<file path="config.mk">
export PLATFORM = sky130hd
export DESIGN_NAME = dot_product_scheduler
export DESIGN_NICKNAME = d
export VERILOG_FILES = /design/src/rtl/dot_product_scheduler.sv
export SDC_FILE = /design/constraint.sdc
export NUM_CORES = 1
export LEC_CHECK = 0
export CAP_MARGIN = 20
export CORE_AREA = 4 4 434 436
export DETAILED_ROUTE_END_ITERATION = 10
export DIE_AREA = 0 0 438 440
export GPL_TIMING_DRIVEN = 0
export PLACE_DENSITY_LB_ADDON = 0.05
export SETUP_SLACK_MARGIN = 0.1
export SYNTH_ARGS = -nofsm -noshare
export SYNTH_HDL_FRONTEND = slang
export SYNTH_SLANG_ARGS = --single-unit
</file>
<file path="constraint.sdc">
create_clock -name clk -period 4.55 [get_ports clk]
set_input_delay 1.1375 -clock clk [delete_from_list [all_inputs] [get_ports clk]]
set_output_delay 1.1375 -clock clk [all_outputs]
set_load 0.03 [all_outputs]
</file>
<file path="src/rtl/dot_product_scheduler.sv">
// Issues the 64 row/column operand pairs of an 8x8 matrix product to a shared
// dot-product unit and writes the in-order results back by index k = i*8+j.
module dot_product_scheduler #(
   parameter int unsigned MAX_OUTSTANDING = 32,
   parameter int unsigned TIMEOUT         = 256
) (
   input  logic         clk,
   input  logic         rst_n,
   input  logic         start,
   output logic         busy,
   output logic         done,
   output logic         error,
   output logic         a_rd_en,
   output logic [2:0]   a_addr,
   input  logic [255:0] a_rdata,
   output logic         b_rd_en,
   output logic [2:0]   b_addr,
   input  logic [255:0] b_rdata,
   output logic [255:0] dp_row,
   output logic [255:0] dp_column,
   output logic         dp_validin,
   input  logic [31:0]  dp_out,
   input  logic         dp_validity,
   output logic         res_we,
   output logic [5:0]   res_addr,
   output logic [31:0]  res_data
);

   localparam int unsigned NUM_PAIRS = 64;
   localparam int unsigned IDX_W     = 7;
   localparam int unsigned OUT_W     = $clog2(MAX_OUTSTANDING + 1);
   localparam int unsigned WD_W      = $clog2(TIMEOUT + 1);

   typedef enum logic [1:0] {IDLE, ISSUE, DRAIN, ERROR} state_t;

   state_t             state, state_d;
   logic [IDX_W-1:0]   issue_idx, result_idx;
   logic [OUT_W-1:0]   outstanding;
   logic [WD_W-1:0]    wd_cnt;
   logic               launch_c, issue_c, accept_c, timeout_c;

   // Operands go straight from the buffers to the dot-product unit.
   assign dp_row    = a_rdata;
   assign dp_column = b_rdata;
   assign b_rd_en   = a_rd_en;

   always_ff @(posedge clk or negedge rst_n) begin
      if (!rst_n) state <= IDLE;
      else        state <= state_d;
   end

   // Next state plus the per-cycle issue / accept / timeout decisions.
   always_comb begin
      state_d   = state;
      launch_c  = 1'b0;
      issue_c   = 1'b0;
      accept_c  = 1'b0;
      timeout_c = 1'b0;
      case (state)
         IDLE, ERROR: begin
            if (start) begin
               launch_c = 1'b1;
               issue_c  = 1'b1;
               state_d  = ISSUE;
            end
         end
         ISSUE, DRAIN: begin
            accept_c  = dp_validity && (outstanding != '0);
            timeout_c = (outstanding != '0) && !dp_validity &&
                        (wd_cnt == WD_W'(TIMEOUT - 1));
            if (timeout_c) begin
               state_d = ERROR;
            end else if (state == ISSUE) begin
               issue_c = (outstanding != OUT_W'(MAX_OUTSTANDING));
               if (issue_c && (issue_idx == IDX_W'(NUM_PAIRS - 1))) state_d = DRAIN;
            end else if (accept_c && (result_idx == IDX_W'(NUM_PAIRS - 1))) begin
               state_d = IDLE;
            end
         end
         default: state_d = IDLE;
      endcase
   end

   always_ff @(posedge clk or negedge rst_n) begin
      if (!rst_n) begin
         busy        <= 1'b0;
         done        <= 1'b0;
         error       <= 1'b0;
         a_rd_en     <= 1'b0;
         a_addr      <= 3'd0;
         b_addr      <= 3'd0;
         dp_validin  <= 1'b0;
         res_we      <= 1'b0;
         res_addr    <= 6'd0;
         res_data    <= 32'd0;
         issue_idx   <= '0;
         result_idx  <= '0;
         outstanding <= '0;
         wd_cnt      <= '0;
      end else begin
         a_rd_en    <= issue_c;
         dp_validin <= a_rd_en;
         res_we     <= accept_c;
         done       <= accept_c && (result_idx == IDX_W'(NUM_PAIRS - 1));
         busy       <= (state_d == ISSUE) || (state_d == DRAIN);

         if (launch_c)       error <= 1'b0;
         else if (timeout_c) error <= 1'b1;

         // A launch issues pair 0 in the same cycle the counters are cleared.
         if (issue_c) begin
            a_addr    <= launch_c ? 3'd0 : issue_idx[5:3];
            b_addr    <= launch_c ? 3'd0 : issue_idx[2:0];
            issue_idx <= launch_c ? IDX_W'(1) : issue_idx + IDX_W'(1);
         end

         if (launch_c)      result_idx <= '0;
         else if (accept_c) result_idx <= result_idx + IDX_W'(1);

         if (accept_c) begin
            res_addr <= result_idx[5:0];
            res_data <= dp_out;
         end

         if (launch_c) begin
            outstanding <= OUT_W'(1);
         end else begin
            case ({issue_c, accept_c})
               2'b10:   outstanding <= outstanding + OUT_W'(1);
               2'b01:   outstanding <= outstanding - OUT_W'(1);
               default: outstanding <= outstanding;
            endcase
         end

         // Watchdog: idle cycles while results are owed; any result restarts it.
         if (launch_c) begin
            wd_cnt <= '0;
         end else if ((state == ISSUE) || (state == DRAIN)) begin
            if (dp_validity)             wd_cnt <= '0;
            else if (outstanding != '0)  wd_cnt <= wd_cnt + WD_W'(1);
         end
      end
   end

endmodule
</file>
==> metrics.log, run 1 <==
[metrics] highest clock frequency the design can meet: 0.317 GHz
[metrics] dominant delay contributor by cell family on the critical path: buffers and inverters
[metrics] final std cell area, no fill: 17000 µm²
[metrics] type of origin of the critical path: input port
[metrics] worst-case hold path end point: dp_validin
[metrics] number of global-route vias before repair: 8039
[metrics] slew at the pin closest to its max-slew limit: 0.848 ns
[metrics] Worst EP arrival: 2.01 ns
[metrics] total global routing overflow: 0
[metrics] wire length of the first global-routing pass: 62800 µm
[metrics] Clock Root Buffer: sky130_fd_sc_hd__clkbuf_16
[metrics] Final Hold Vio Count: 0
[metrics] setup repair after global routing missed its margin: false
[metrics] buffers added on ports: 597
[metrics] Inserted Clock Buffers: 9
[metrics] Placed Area: 16700 µm²
[metrics] Seq/Total Area, Yosys: 26.6%
[metrics] clock tree from TritonCTS: done
[metrics] Bufs and invs on worst path: 2
[metrics] multi-input gate area in the final layout: 1620 µm²
[metrics] Net Sw Power: 2520 µW
[metrics] maximum ir drop on the vdd rail: 0.189 mV
[metrics] Die Area: 193000 µm²
[metrics] clock period minus final worst setup slack: 3.15 ns
[metrics] share of the clock period used by the worst path: 69.2%
[metrics] cell chain of the critical path: buf_4, clkdlybuf4s50_1
[metrics] Layout Area Growth over Synthesis: 123%
[metrics] # H-tree levels: 3
[metrics] Overall Global Routing Usage: 4.60%
[metrics] final design utilization: 9.23%
[metrics] cell count of the worst reg-to-reg path: 12
[metrics] filler cell count: 21600
[metrics] category of the most critical setup path: in -> out
[metrics] min setup slack post-route: 1.40 ns
[metrics] antenna violation net count after detailed routing: 0
[metrics] asr flop ratio synth: 100%
[metrics] post-placement worst setup slack: 1.01 ns
[metrics] total number of placement rows: 158
[metrics] Clock power frac: 15.5%
[metrics] critical register-to-register path startpoint: state[0]
[metrics] CP Data Required Time: 3.41 ns
[metrics] routed via count: 7347
[metrics] worst clock skew: 0.0167 ns
[metrics] share of final-layout standard cells stronger than drive strength 1: 41.0%
[metrics] most frequent cells in the layout: 596 x sky130_fd_sc_hd__clkdlybuf4s50_1, 514 x sky130_fd_sc_hd__buf_4, 81 x sky130_fd_sc_hd__dfrtp_1
[metrics] Routed WL per cell: 12.5 µm
[metrics] number of max-slew violations in the final report: 0
[metrics] switching portion of total power: 46.5%
[metrics] source of the worst hold timing path: a_rd_en
[metrics] distinct cell type count after synthesis: 53
[metrics] synthesis-stage register bit count: 81
[metrics] number of detailed-routing iterations run before antenna repair: 4
[metrics] buffers from clock root to sink, at most: 2
[metrics] worst relative slew slack: 43.1%
[metrics] per-instance average area after synthesis: 9.01 µm²
[metrics] Remaining DRCs: 0
[metrics] kind of end point of the critical path: output pin
[metrics] CTS Hold Bufs: 0
[metrics] number of antenna violations at the first check in global routing: 1
[metrics] number of post-CTS setup repair buffers: 0
[metrics] top-level I/O count: 1111
[metrics] RD Place Congestion: 0.817
[metrics] final wirelength: 49200 µm
[metrics] footprint of the flip-flops and latches: 2030 µm²
[metrics] Warnings, synthesis: 0
[metrics] width of the chip: 438 µm
[metrics] instance count of the mapped netlist: 846
[metrics] r2r endpoint: outstanding[4]
[metrics] count of final setup violators: 0
[metrics] class of the tightest hold or removal check: reg -> reg
[metrics] Hold Path Cell Cnt: 0
[metrics] number of design-rule violations left by the first detailed-router iteration: 88
[metrics] P_int: 2910 µW
[metrics] result of the run: completed
[metrics] number of clock sinks: 81
[metrics] most common flop cell mapped by yosys: sky130_fd_sc_hd__dfrtp_1
[metrics] power density of the placed cells: 319 nW/µm²
[metrics] NumNets Final: 2011
[metrics] cell with the largest stage delay on the worst path: sky130_fd_sc_hd__clkdlybuf4s50_1
[metrics] Critical Path Fanout Max: 1
[metrics] largest net degree at the start of global routing: 66
[metrics] number of synthesized flops with an enable pin: 0
[metrics] Resize count post-CTS: 0
[metrics] Worst-Skew Late Latency: 0.38 ns
[metrics] count of maximum capacitance violations: 0
[metrics] post-synth design cell area: 7630 µm²
[metrics] Core Box Area: 185000 µm²
[metrics] Mapped Nets: 1402
[metrics] drt via density: 1.86
[metrics] Worst R2R Setup Slack: 1.55 ns
[metrics] clock-pin slew reported for the worst setup and hold paths after clock tree synthesis: 0.08 ns
[metrics] Leakage Power: 0.00667 µW
[metrics] initial standard-cell utilization of the core: 4.13%
[metrics] Die Height: 440 µm
[metrics] CP max stage delay: 0.79 ns
[metrics] dpl hpwl: 44400 µm
[metrics] antenna diode count: 0
[metrics] most common cell after layout, fill and taps aside: sky130_fd_sc_hd__clkdlybuf4s50_1
[metrics] portion of total power attributed to combinational logic: 62.2%
[metrics] fraction of power consumed by sequential logic: 22.2%
==> power groups by stage <==
stage               combinational, µW  sequential [µW]  clock [µW]
floorplan                        1700             1560           0
global placement                 3550             1240           0
detailed placement               3500             1230           0
CTS                              3510             1220         923
global route                     3620             1250         943
finish                           3380             1210         843
==> per-stage QoR <==
step | cells | setup TNS (ns) | total power, µW | hold slack (ns)
4_1_cts | 3940 | 0 | 5650 | 0.420
5_1_grt | 3940 | 0 | 5820 | 0.425
2_1_floorplan | 846 | 0 | 3250 | 0.450
3_5_place_dp | 3924 | 0 | 4740 | 0.400
6_report | 3940 | 0 | 5430 | 0.409
3_3_place_gp | 3923 | -191.10 | 4790 | 0.402
==> synthesized netlist by cell type (5+ instances only) <==
| cell | number | share of area (%) |
|---|---|---|
| sky130_fd_sc_hd__nand3_1 | 17 | 1.1 |
| sky130_fd_sc_hd__xnor2_1 | 9 | 1.0 |
| sky130_fd_sc_hd__clkbuf_1 | 5 | 0.25 |
| sky130_fd_sc_hd__and3_1 | 5 | 0.41 |
| sky130_fd_sc_hd__buf_4 | 514 | 51 |
| sky130_fd_sc_hd__mux2_2 | 38 | 5.6 |
| sky130_fd_sc_hd__dfrtp_1 | 81 | 27 |
| sky130_fd_sc_hd__nand2_1 | 36 | 1.8 |
| sky130_fd_sc_hd__ha_1 | 8 | 1.3 |
| sky130_fd_sc_hd__a21oi_1 | 12 | 0.79 |
| sky130_fd_sc_hd__inv_1 | 11 | 0.54 |
| sky130_fd_sc_hd__nor2_1 | 17 | 0.84 |
| sky130_fd_sc_hd__o21ai_0 | 8 | 0.53 |
| sky130_fd_sc_hd__o21ai_1 | 12 | 0.79 |
| sky130_fd_sc_hd__buf_2 | 7 | 0.46 |
==> sequential cells by signal, indices dropped and copies added (netlist names), 2 cells and up <==
signal	flops
b_addr	3
state	2
wd_cnt	9
res_addr	6
issue_idx	7
outstanding	6
a_addr	3
res_data	32
result_idx	7
==> worst max-delay path by stage <==
| stage | from | cells past startpoint | to |
|---|---|---|---|
| floorplan | dp_validity | 11 | outstanding[5] |
| global placement | rst_n | 1 | wd_cnt[7] |
| detailed placement | dp_validity | 11 | outstanding[4] |
| CTS | a_rdata[52] | 2 | dp_row[52] |
| global route | dp_validity | 11 | outstanding[5] |
| finish | a_rdata[150] | 2 | dp_row[150] |
==> area by class of cell <==
type	count	area share (%)
Timing Repair Buffer	598	35.2
Buffer	529	23.1
Tap cell	2480	18.2
Sequential cell	81	11.9
Multi-Input combinational cell	225	9.50
Clock buffer	9	1.32
Clock inverter	7	0.448
Inverter	11	0.242
==> per-layer routing <==
layer	share of wire [%]	wire, µm	global-route usage [%]
met1	29	14100	3.86
met5	0	0	0
met4	1.6	780	1.11
met2	61	29800	9.78
met3	9.2	4540	1.77
==> logic make-up (layout without fill, tap and decap cells) <==
family / Yosys count / in the layout / share of synthesized area (%)
xor+xnor: 13 / 13 / 1.49
fa+ha+maj: 8 / 8 / 1.31
mux: 40 / 40 / 5.94
flops: 81 / 81 / 26.6
compound gates: 54 / 54 / 5.00
simple gates: 110 / 110 / 7.48
buf+inv: 540 / 1154 / 52.2
Note: power is estimated with default switching activity, not from simulation.
==> run 2, diff against run 1 <==
--- a/config.mk
+++ b/config.mk
@@ -6,9 +6,9 @@
 export NUM_CORES = 1
 export LEC_CHECK = 0
 export CAP_MARGIN = 20
-export CORE_AREA = 4 4 434 436
+export CORE_AREA = 4 4 426 428
 export DETAILED_ROUTE_END_ITERATION = 10
-export DIE_AREA = 0 0 438 440
+export DIE_AREA = 0 0 430 432
 export GPL_TIMING_DRIVEN = 0
 export PLACE_DENSITY_LB_ADDON = 0.05
 export SETUP_SLACK_MARGIN = 0.1
==> constraint.sdc (replaced) <==
create_clock -name clk -period 3 [get_ports clk]
set_input_delay 0.75 -clock clk [delete_from_list [all_inputs] [get_ports clk]]
set_output_delay 0.75 -clock clk [all_outputs]
set_load 0.03 [all_outputs]
==> run 2 against run 1 <==
  * Wire length decreased by 1.4%
  * Cell count is 3.0% lower
  * Design area fell by 0.36%
  * Combinational power increased by 54%
  * Clock skew up 0.0033 ns
  * Non-clock buffer count up 6
  * Sequential cell count unchanged
  * Setup slack worse by 1.2 ns
  * Clock-buffer cell count is the same
  * Utilization rose by 0.32 points
  * Critical path type is now reg -> reg
  * Critical endpoint is now issue_idx[5]
==> metrics.log, run 2 (synthesis results as in run 1) <==
[metrics] result of the run: completed
[metrics] number of design-rule violations left by the first detailed-router iteration: 108
[metrics] number of antenna violations at the first check in global routing: 3
[metrics] fraction of power consumed by sequential logic: 22.1%
[metrics] antenna violation net count after detailed routing: 0
[metrics] final wirelength: 48500 µm
[metrics] top-level I/O count: 1111
[metrics] portion of total power attributed to combinational logic: 63.0%
[metrics] type of origin of the critical path: flop
[metrics] Die Area: 186000 µm²
[metrics] maximum ir drop on the vdd rail: 0.229 mV
[metrics] Worst EP arrival: 3.04 ns
[metrics] width of the chip: 430 µm
[metrics] biggest regs: res_data (32), wd_cnt (9)
[metrics] Leakage Power: 0.00672 µW
[metrics] Layout Area Growth over Synthesis: 123%
[metrics] clock-pin slew reported for the worst setup and hold paths after clock tree synthesis: 0.09 ns
[metrics] RD Place Congestion: 0.683
[metrics] total global routing overflow: 0
[metrics] Critical Path Fanout Max: 9
[metrics] count of maximum capacitance violations: 0
[metrics] Inserted Clock Buffers: 9
[metrics] count of final setup violators: 0
[metrics] Final TNS setup: 0 ns
[metrics] clock tree from TritonCTS: done
[metrics] P_int: 4410 µW
[metrics] antenna diode count: 0
[metrics] total number of placement rows: 155
[metrics] most common cell after layout, fill and taps aside: sky130_fd_sc_hd__clkdlybuf4s50_1
[metrics] worst clock skew: 0.0201 ns
[metrics] most frequent cells in the layout: 596 x sky130_fd_sc_hd__clkdlybuf4s50_1, 522 x sky130_fd_sc_hd__buf_4, 81 x sky130_fd_sc_hd__dfrtp_1
[metrics] share of the clock period used by the worst path: 93.0%
[metrics] power density of the placed cells: 487 nW/µm²
[metrics] Clock Root Buffer: sky130_fd_sc_hd__clkbuf_16
[metrics] kind of end point of the critical path: flop
[metrics] Clock power frac: 14.8%
[metrics] filler cell count: 20600
[metrics] switching portion of total power: 46.7%
[metrics] CP Data Required Time: 3.25 ns
[metrics] Remaining DRCs: 0
[metrics] clock period minus final worst setup slack: 2.79 ns
[metrics] buffers from clock root to sink, at most: 2
[metrics] drt via density: 1.95
[metrics] flip-flop count of the largest register, all copies and words added: 32
[metrics] buffers added on ports: 597
[metrics] # H-tree levels: 3
[metrics] number of detailed-routing iterations run before antenna repair: 4
[metrics] setup repair after global routing missed its margin: true
[metrics] Net Sw Power: 3850 µW
[metrics] largest net degree at the start of global routing: 45
[metrics] highest clock frequency the design can meet: 0.358 GHz
[metrics] number of clock sinks: 81
[metrics] Die Height: 432 µm
[metrics] dpl hpwl: 43300 µm
[metrics] Critical Path Start: wd_cnt[0]
[metrics] Core Box Area: 178000 µm²
[metrics] number of max-slew violations in the final report: 0
[metrics] total power consumption of the routed design: 8260 µW
[metrics] Routed WL per cell: 12.7 µm
[metrics] slew at the pin closest to its max-slew limit: 0.882 ns
[metrics] Worst-Skew Late Latency: 0.39 ns
[metrics] class of the tightest hold or removal check: in -> async
[metrics] multi-input gate area in the final layout: 1670 µm²
[metrics] Final Hold Vio Count: 0
[metrics] routed via count: 7468
[metrics] critical register-to-register path startpoint: wd_cnt[0]
[metrics] most flop-heavy register: res_data
[metrics] Overall Global Routing Usage: 4.77%
[metrics] number of global-route vias before repair: 8275
[metrics] category of the most critical setup path: reg -> reg
[metrics] NumNets Final: 2017
[metrics] initial standard-cell utilization of the core: 4.29%
[metrics] Worst Hold Slack: 0.267 ns
[metrics] footprint of the flip-flops and latches: 2030 µm²
[metrics] wire length of the first global-routing pass: 63100 µm
[metrics] worst relative slew slack: 40.8%
[metrics] share of final-layout standard cells stronger than drive strength 1: 41.9%
## run 2: timing repair
item | in CTS | in global routing
hold buffers | 0 | 0
buffers inserted | 1 | 5
endpoints found under the setup margin | 34 | 17
pin swaps | 0 | 2
resized for setup | 4 | 13
## run 2: path summary, 6_finish.rpt
| kind | to | slack, ns | cells after the start |
|---|---|---|---|
| setup / recovery | issue_idx[5] | 0.21 | 12 |
| hold / removal | res_we | 0.27 | 1 |
| setup reg to reg | issue_idx[5] | 0.21 | 12 |
| hold reg to reg | dp_validin | 0.41 | 0 |
| max in group asynchronous | res_data[23] | 2.07 | 2 |
| min in group clk | dp_validin | 0.41 | 0 |
## run 2: power by group through the flow
stage / clock network, µW / registers, µW / logic (µW)
2_1_floorplan: 0 / 2360 / 2570
3_3_place_gp: 0 / 1870 / 5340
3_5_place_dp: 0 / 1870 / 5290
4_1_cts: 1380 / 1850 / 5320
5_1_grt: 1390 / 1890 / 5570
6_report: 1230 / 1830 / 5210
## run 2: layer usage
layer	up-vias	share of wire, %	global-route usage, %
li1	3438	-	-
met1	3477	27	3.64
met2	530	64	10.9
met3	21	7.9	1.55
met4	2	0.99	0.919
met5	-	0.027	0
## run 2: cell type report
| type | instances | share of cell area [%] |
|---|---|---|
| clock buffers | 9 | 1.33 |
| repair buffers | 604 | 35.6 |
| flip-flops and latches | 81 | 11.9 |
| clock inverters | 7 | 0.391 |
| well taps | 2355 | 17.4 |
| multi-input cells | 225 | 9.83 |
| plain buffers | 529 | 23.3 |
| inverters | 11 | 0.243 |
## run 2: stage by stage
stage          utilization [%]  instance area, µm²  setup slack, ns  cells
6_report                  9.54               17000            0.210   3821
5_1_grt                   9.54               17000           0.0612   3821
4_1_cts                   9.50               16900           0.0689   3816
3_5_place_dp              9.32               16600           -0.314   3799
3_3_place_gp              9.31               16500            -3.55   3798
2_1_floorplan                -                7630            0.352    846
## run 2: worst max-delay path, stage by stage, from the launching register on
cell and delay (ns):
sky130_fd_sc_hd__dfrtp_1 0.42, sky130_fd_sc_hd__ha_1 0.25, sky130_fd_sc_hd__and3_1 0.21, sky130_fd_sc_hd__and3_1 0.21, sky130_fd_sc_hd__and3_1 0.20, sky130_fd_sc_hd__ha_2 0.20
sky130_fd_sc_hd__nand2b_1 0.11, sky130_fd_sc_hd__a21oi_1 0.09, sky130_fd_sc_hd__or3_1 0.33, sky130_fd_sc_hd__buf_4 0.20, sky130_fd_sc_hd__nor4_4 0.23, sky130_fd_sc_hd__xnor2_1 0.15
sky130_fd_sc_hd__nor2_1 0.05
